--- src/rtl/axis_pixel_collector.sv ---
// Show-ahead FIFO that tags upstream pixel words with a round-robin source index
// and presents them as an AXI-stream (tdata/tuser/tlast) with a sticky drop flag.
module axis_pixel_collector #(
    parameter int DEPTH   = 16,
    parameter int NUM_SRC = 15
) (
    input  logic                       clk,
    input  logic                       rst,
    input  logic [31:0]                data_in,
    input  logic                       d_valid_in,
    output logic                       p_ready,
    output logic [31:0]                m_tdata,
    output logic [3:0]                 m_tuser,
    output logic                       m_tlast,
    output logic                       m_tvalid,
    input  logic                       m_tready,
    output logic [$clog2(DEPTH):0]     level,
    output logic                       overflow
);

    localparam int AW = $clog2(DEPTH);
    localparam int EW = 37;
    localparam logic [AW:0] FULL_LEVEL  = (AW+1)'(DEPTH);
    localparam logic [AW:0] READY_LEVEL = (AW+1)'(DEPTH - 2);
    localparam logic [3:0]  LAST_SRC    = 4'(NUM_SRC - 1);

    logic [EW-1:0] mem [DEPTH];
    logic [AW-1:0] wr_ptr;
    logic [AW-1:0] rd_ptr;
    logic [AW:0]   count;
    logic [3:0]    src_idx;
    logic          ovf_q;
    logic          push;
    logic          pop;
    logic [EW-1:0] head;

    // Handshake: a word leaves on any edge with m_tvalid=1 and m_tready=1; the
    // upstream side has no stall and only sees p_ready, which keeps one slot of
    // margin for the word already in flight when p_ready is sampled low.
    always_comb begin
        pop  = (count != '0) && m_tready;
        push = d_valid_in && ((count != FULL_LEVEL) || pop);
    end

    always_ff @(posedge clk or posedge rst) begin
        if (rst) begin
            wr_ptr  <= '0;
            rd_ptr  <= '0;
            count   <= '0;
            src_idx <= '0;
            ovf_q   <= 1'b0;
        end else begin
            if (push) begin
                wr_ptr  <= wr_ptr + AW'(1);
                src_idx <= (src_idx == LAST_SRC) ? 4'd0 : src_idx + 4'd1;
            end
            if (pop) begin
                rd_ptr <= rd_ptr + AW'(1);
            end
            case ({push, pop})
                2'b10:   count <= count + (AW+1)'(1);
                2'b01:   count <= count - (AW+1)'(1);
                default: count <= count;
            endcase
            // A dropped word leaves src_idx alone so the tag sequence stays dense.
            if (d_valid_in && !push) begin
                ovf_q <= 1'b1;
            end
        end
    end

    always_ff @(posedge clk) begin
        if (push) begin
            mem[wr_ptr] <= {src_idx, (src_idx == LAST_SRC), data_in};
        end
    end

    assign head     = mem[rd_ptr];
    assign m_tdata  = head[31:0];
    assign m_tlast  = head[32];
    assign m_tuser  = head[36:33];
    assign m_tvalid = (count != '0);
    assign level    = count;
    assign overflow = ovf_q;
    assign p_ready  = !rst && (count <= READY_LEVEL);

endmodule
--- config.mk ---
export PLATFORM = sky130hd
export DESIGN_NAME = axis_pixel_collector
export DESIGN_NICKNAME = d
export VERILOG_FILES = /design/src/rtl/axis_pixel_collector.sv
export SDC_FILE = /design/constraint.sdc
export NUM_CORES = 1
export LEC_CHECK = 0
export CORE_MARGIN = 5
export CORE_UTILIZATION = 30
export DETAILED_ROUTE_END_ITERATION = 6
export GPL_ROUTABILITY_DRIVEN = 0
export SYNTH_ARGS = -nofsm -noshare
export SYNTH_HDL_FRONTEND = slang
export SYNTH_SLANG_ARGS = --single-unit
--- constraint.sdc ---
create_clock -name clk -period 13.2 [get_ports clk]
set_clock_uncertainty 0.15 [all_clocks]
set_input_delay 3.3 -clock clk [delete_from_list [all_inputs] [get_ports clk]]
set_output_delay 3.3 -clock clk [all_outputs]
set_load 0.02 [all_outputs]
==> flow_summary.toml, run 1 <==
[yosys]
syn-instance-count = 1057
synthTopCellsByArea = "edfxtp_1, mux4_2, a22oi_1, dfrtp_1, nand2_1"
synth_top_cell_by_area = "edfxtp_1"
ys_warn_count = 0
async_flop_share = 0.0295
yosysUniqueCellTypes = 48
mappedNetlistNets = 1102
synth-edff-count = 592
yosysSeqAreaShare = 0.781
synth.cell_area_um2 = 23300
synth_top_flop_cell = "edfxtp_1"
avgSynthCellArea_um2 = 22.1
ys_ff_latch = 610
synth_top_area_share = 0.762

[floorplan]
die_w_um = 289
initial_core_util = 0.302
dieArea_um2 = 83500
ios = 81
rows = 102
die_y_um = 289
coreArea_um2 = 77300

[power_and_ir_drop]
p_leak_nw = 8.58
p_seq_frac = 0.415
p_sw_frac = 0.312
power_switching_mw = 1.90
power.internal_mw = 4.20
clkPwrFrac = 0.281
max-vdd-ir-drop_v = 0.000181
pwr-share-comb = 0.303
powerDensity_nw_per_um2 = 221

[sta]
worst_slew_pin_slew_ns = 1.06
relSlewSlack = 0.296
final_hold_viol_count = 0
finalSetupViolCount = 0
report.final.slew_viol_count = 0
clock.fmax_mhz = 124
rsz0062_at_grt = "false"
fin_tns_setup_ns = 0
period_minus_slack_ns = 8.09
fin_crit_sh = 0.613
finalWorstSetupSlack_ns = 5.11

[detailed_routing]
dr.first_iter.drc_count = 881
drtAntennaViolNets = 0
drt-pass1-iter-count = 4
via_per_inst = 4.87
vias = 11000
drc = 0
wl_per_cell_um = 22.7
wl_mm = 51.5

[global_routing]
grt_usage = 0.124
grt_pass1_vias = 11700
overflow = 0
grt_start_max_net_pins = 125
antenna_found_initial = 4
grt_pass1_wl_mm = 76.9

[clock_network]
cts_hold_buf = 0
clk_pin_slew_ns = 0.06
cts_sinks = 610
cts_buffers = 67
htreeDepth = 3
cts_setup_buffers = 0
clockBufferDepth = 3
cts_resized = 0
cts_root_buf = "clkbuf_16"
cts_tree = "built"
clock_latency_ns = 0.58

[final_layout]
area.growth.synth_to_final_pct = 18.1
multi_input_area_um2 = 4950
drive_above_1_share = 0.238
post-route-util = 0.356
layout.nets = 1221
fillers = 7111
area.sequential_um2 = 18200
layout.cells.non_filler = 2265

[critical_path]
crit_required_ns = 9.75
crit_chain = "buf_4 > buf_4 > mux4_2 > a22oi_1 > nand2_1 > clkdlybuf4s50_1"
crit_type = "reg -> out"
worst_setup_path_start_kind = "register"
endpoint_kind = "output pin"
crit_top_cell = "buf_4"
path_buf_inv = 3
slowest_delay_ns = 0.91
critical-path-top-delay-family = "buffers and inverters"
cp_data_arrival_time_ns = 4.64
slowest_stage = "buf_4"
path_max_fanout = 67

[place]
dp_worst_setup_slack_ns = 5.21
io_buffers = 80
hpwl_mm = 26.6
post-place-cells = 2147

[outcome]
status = "finished, final reports clean"

[worst_hold_path]
hold_path_class = "reg -> reg"

[run]
cap_violations = 0
worst reg2reg max path, cell delays in order (launching register included):
cell	delay, ns
dfrtp_1	0.54
nor2b_1	0.25
a21oi_1	0.86
nand2_1	0.43
nor2_4	0.73
buf_4	0.52
stage by stage:
step                total power, mW  instance area (um2)  hold slack [ns]
finish                         6.10                27600            0.332
global route                   6.40                27500            0.349
CTS                            6.20                27500            0.339
detailed placement             4.47                25500            0.315
global placement               4.44                25500            0.324
floorplan                      3.72                23300            0.343
logic make-up (layout without fill, tap and decap cells):
group | after synthesis | count (layout) | share of synthesized area
AOI/OAI and AO/OA | 110 | 110 | 0.0340
xor gates and xnor gates | 10 | 10 | 0.00375
adders and majority gates | 9 | 9 | 0.00515
buffers and inverters | 65 | 230 | 0.0127
DFF | 610 | 610 | 0.781
muxes | 150 | 150 | 0.144
other | 0 | 3 | 0
and+or+nand+nor | 103 | 103 | 0.0197
Yosys cell counts, types with 2 or more instances:
cell	count
buf_4	3
nand2b_1	4
xnor2_1	8
buf_1	6
o21ai_0	10
nor2_1	21
clkbuf_1	20
buf_2	27
nand3b_1	2
xor2_1	2
mux4_2	148
nand3_1	3
nand4_1	2
a22oi_1	75
nand2_1	54
nor2b_1	4
nor3_1	6
ha_1	8
inv_1	8
o31ai_1	3
a21oi_1	8
dfrtp_1	18
edfxtp_1	592
registers in the layout, summed over array words and instances (netlist names):
name / cells
mem: 592
level: 5
rd_ptr: 4
src_idx: 4
wr_ptr: 4
overflow: 1
placed cells by master, fill, tap and decap left out, types with 3 or more instances in the layout:
master             n
ha_1               8
edfxtp_1         592
clkinv_1          14
diode_2            3
xnor2_1            8
inv_1              8
a22oi_1           75
nand2b_1           4
mux4_2           148
nand2_1           54
o31ai_1            3
inv_6              3
a21oi_1            8
dfrtp_1           16
nor2_1             8
nor3_2             4
clkdlybuf4s50_1   80
clkbuf_16         69
o21ai_0           10
clkinv_2          11
buf_4             26
nand3_1            3
clkbuf_1          12
nor2_4            13
area by class of cell:
class | instances | area share
repair buffers | 107 | 0.0369
flip-flops and latches | 610 | 0.662
clock buffers | 81 | 0.0643
multi-input cells | 382 | 0.180
diodes | 3 | 0.000272
inverters | 8 | 0.00109
clock inverters | 34 | 0.00881
well taps | 1040 | 0.0472
routing by layer:
layer,wire [um],track usage,vias to the layer above
met5,0,0,-
met3,3260,0.0295,63
met4,881,0.0340,0
met2,24200,0.189,302
li1,-,-,4714
met1,23200,0.178,5962
power groups by stage:
stage	sequential, mW	combinational [mW]	clock [mW]
after floorplan	2.49	1.23	0
after global placement	2.56	1.88	0
after detailed placement	2.58	1.89	0
after CTS	2.54	1.90	1.76
after global routing	2.56	2.00	1.85
final	2.53	1.85	1.72
worst paths after layout:
path / slack (ns) / endpoint / cells past startpoint / from
max reg2reg: 9.35 / mem[12][28] / 5 / level[4]
min: 0.33 / overflow / 1 / overflow
min reg2reg: 0.33 / overflow / 1 / overflow
min in group asynchronous: 3.05 / level[0] / 2 / rst
max: 5.11 / m_tdata[30] / 6 / rd_ptr[1]
max in group asynchronous: 9.25 / rd_ptr[1] / 2 / rst
No activity file was read; power rests on OpenSTA's default activity.
==> run 2: changes to the inputs <==
clock period = 8 ns   (was 13.2 ns; I/O delays follow)
==> flow_summary.toml, run 2 (synthesis results as in run 1) <==
[outcome]
status = "finished, final reports clean"

[detailed_routing]
wl_mm = 52.6
wl_per_cell_um = 23.3
drc = 0
via_per_inst = 4.86
drtAntennaViolNets = 0
dr.first_iter.drc_count = 922
vias = 11000
drt-pass1-iter-count = 4

[floorplan]
die_y_um = 289
coreArea_um2 = 77300
initial_core_util = 0.302
ios = 81
dieArea_um2 = 83500
rows = 102
die_w_um = 289

[clock_network]
clock_latency_ns = 0.62
clk_pin_slew_ns = 0.06
cts_tree = "built"
cts_root_buf = "clkbuf_16"
cts_buffers = 59
cts_resized = 0
cts_hold_buf = 0
clockBufferDepth = 3
cts_sinks = 610
htreeDepth = 2
cts_setup_buffers = 0

[sta]
report.final.slew_viol_count = 0
fin_tns_setup_ns = 0
final_hold_viol_count = 0
fin_crit_sh = 0.746
worst_slew_pin_slew_ns = 1.11
finalSetupViolCount = 0
period_minus_slack_ns = 5.97
whs_ns = 0.321
clock.fmax_mhz = 168
relSlewSlack = 0.262
rsz0062_at_grt = "false"

[critical_path]
slowest_stage = "dfrtp_4"
crit_chain = "buf_4 > mux4_2 > a22oi_1 > nand2_1 > clkdlybuf4s50_1"
cp_data_arrival_time_ns = 3.82
path_max_fanout = 64
endpoint_kind = "output pin"
critical-path-top-delay-family = "buffers and inverters"
path_buf_inv = 2
crit_type = "reg -> out"
crit_required_ns = 5.85
slowest_delay_ns = 1.08
worst_setup_path_start_kind = "register"

[global_routing]
grt_usage = 0.125
antenna_found_initial = 2
grt_pass1_vias = 11600
grt_start_max_net_pins = 65
grt_pass1_wl_mm = 77.9
overflow = 0

[power_and_ir_drop]
p_leak_nw = 8.52
power_mw = 10.1
powerDensity_nw_per_um2 = 366
max-vdd-ir-drop_v = 0.000231

[final_layout]
layout.cells.non_filler = 2260
final_cell_area_um2 = 27500
drive_above_1_share = 0.236
final_common_cell = "edfxtp_1"
n_antenna_cell = 0
top_register = "mem"
final_cell_mix = "edfxtp_1, mux4_2, clkdlybuf4s50_1, a22oi_1, clkbuf_16"
area.growth.synth_to_final_pct = 17.8
largest_reg_flops = 592
layout.nets = 1214

[place]
post-place-cells = 2148
placed_cell_area_um2 = 25600
hpwl_mm = 30.8
io_buffers = 80

[run]
cap_violations = 0

[worst_hold_path]
hold_path_class = "reg -> reg"
[run 2: cell count changes in the layout (fill, tap and decap cells not counted), sizes merged]
cell,before,now
buf,27,28
bufinv,2,5
clkbuf,81,68
clkinv,28,31
clkinvlp,1,6
diode,3,0
inv,11,10
[run 2: metal layers]
layer / share of wire / global-route usage
met5: 0.00017 / 0
met4: 0.023 / 0.0344
met3: 0.047 / 0.0234
met2: 0.49 / 0.204
met1: 0.44 / 0.174
[run 2: cell type report]
type / count / area [um2]
clock inverter: 44 / 427
fill: 7164 / 49800
clock buffer: 68 / 1510
timing repair buffer: 108 / 1040
sequential: 610 / 18200
tap: 1040 / 1300
inverter: 8 / 30.0
multi-input combinational: 382 / 4950
[run 2: power breakdown]
group	internal [mW]	leakage (nW)	total (mW)	switching, mW
Sequential	3.92	5.57	4.22	0.299
Clock	1.53	0.922	2.74	1.21
Combinational	1.38	2.03	3.09	1.71
[run 2: stage by stage]
stage	util	setup WS, ns
floorplan	-	2.28
global placement	0.330	2.52
detailed placement	0.330	2.35
CTS	0.355	1.91
global route	0.355	1.88
finish	0.355	2.03
[run 2: path summary, 6_finish.rpt]
check | endpoint | start | slack [ns] | cells past startpoint
min in group asynchronous | level[1] | rst | 1.70 | 2
max reg2reg | mem[1][26] | level[4] | 4.73 | 6
min | overflow | overflow | 0.32 | 1
max | m_tuser[0] | rd_ptr[1] | 2.03 | 5
max in group asynchronous | rd_ptr[1] | rst | 5.45 | 2
min reg2reg | overflow | overflow | 0.32 | 1
[run 2: worst register-to-register path, cell delays in order (launching register included)]
cell,delay [ns]
dfrtp_1,0.55
nor2b_1,0.26
a21oi_1,0.19
buf_4,0.20
nand2_1,0.23
nor3_2,0.88
buf_4,0.44
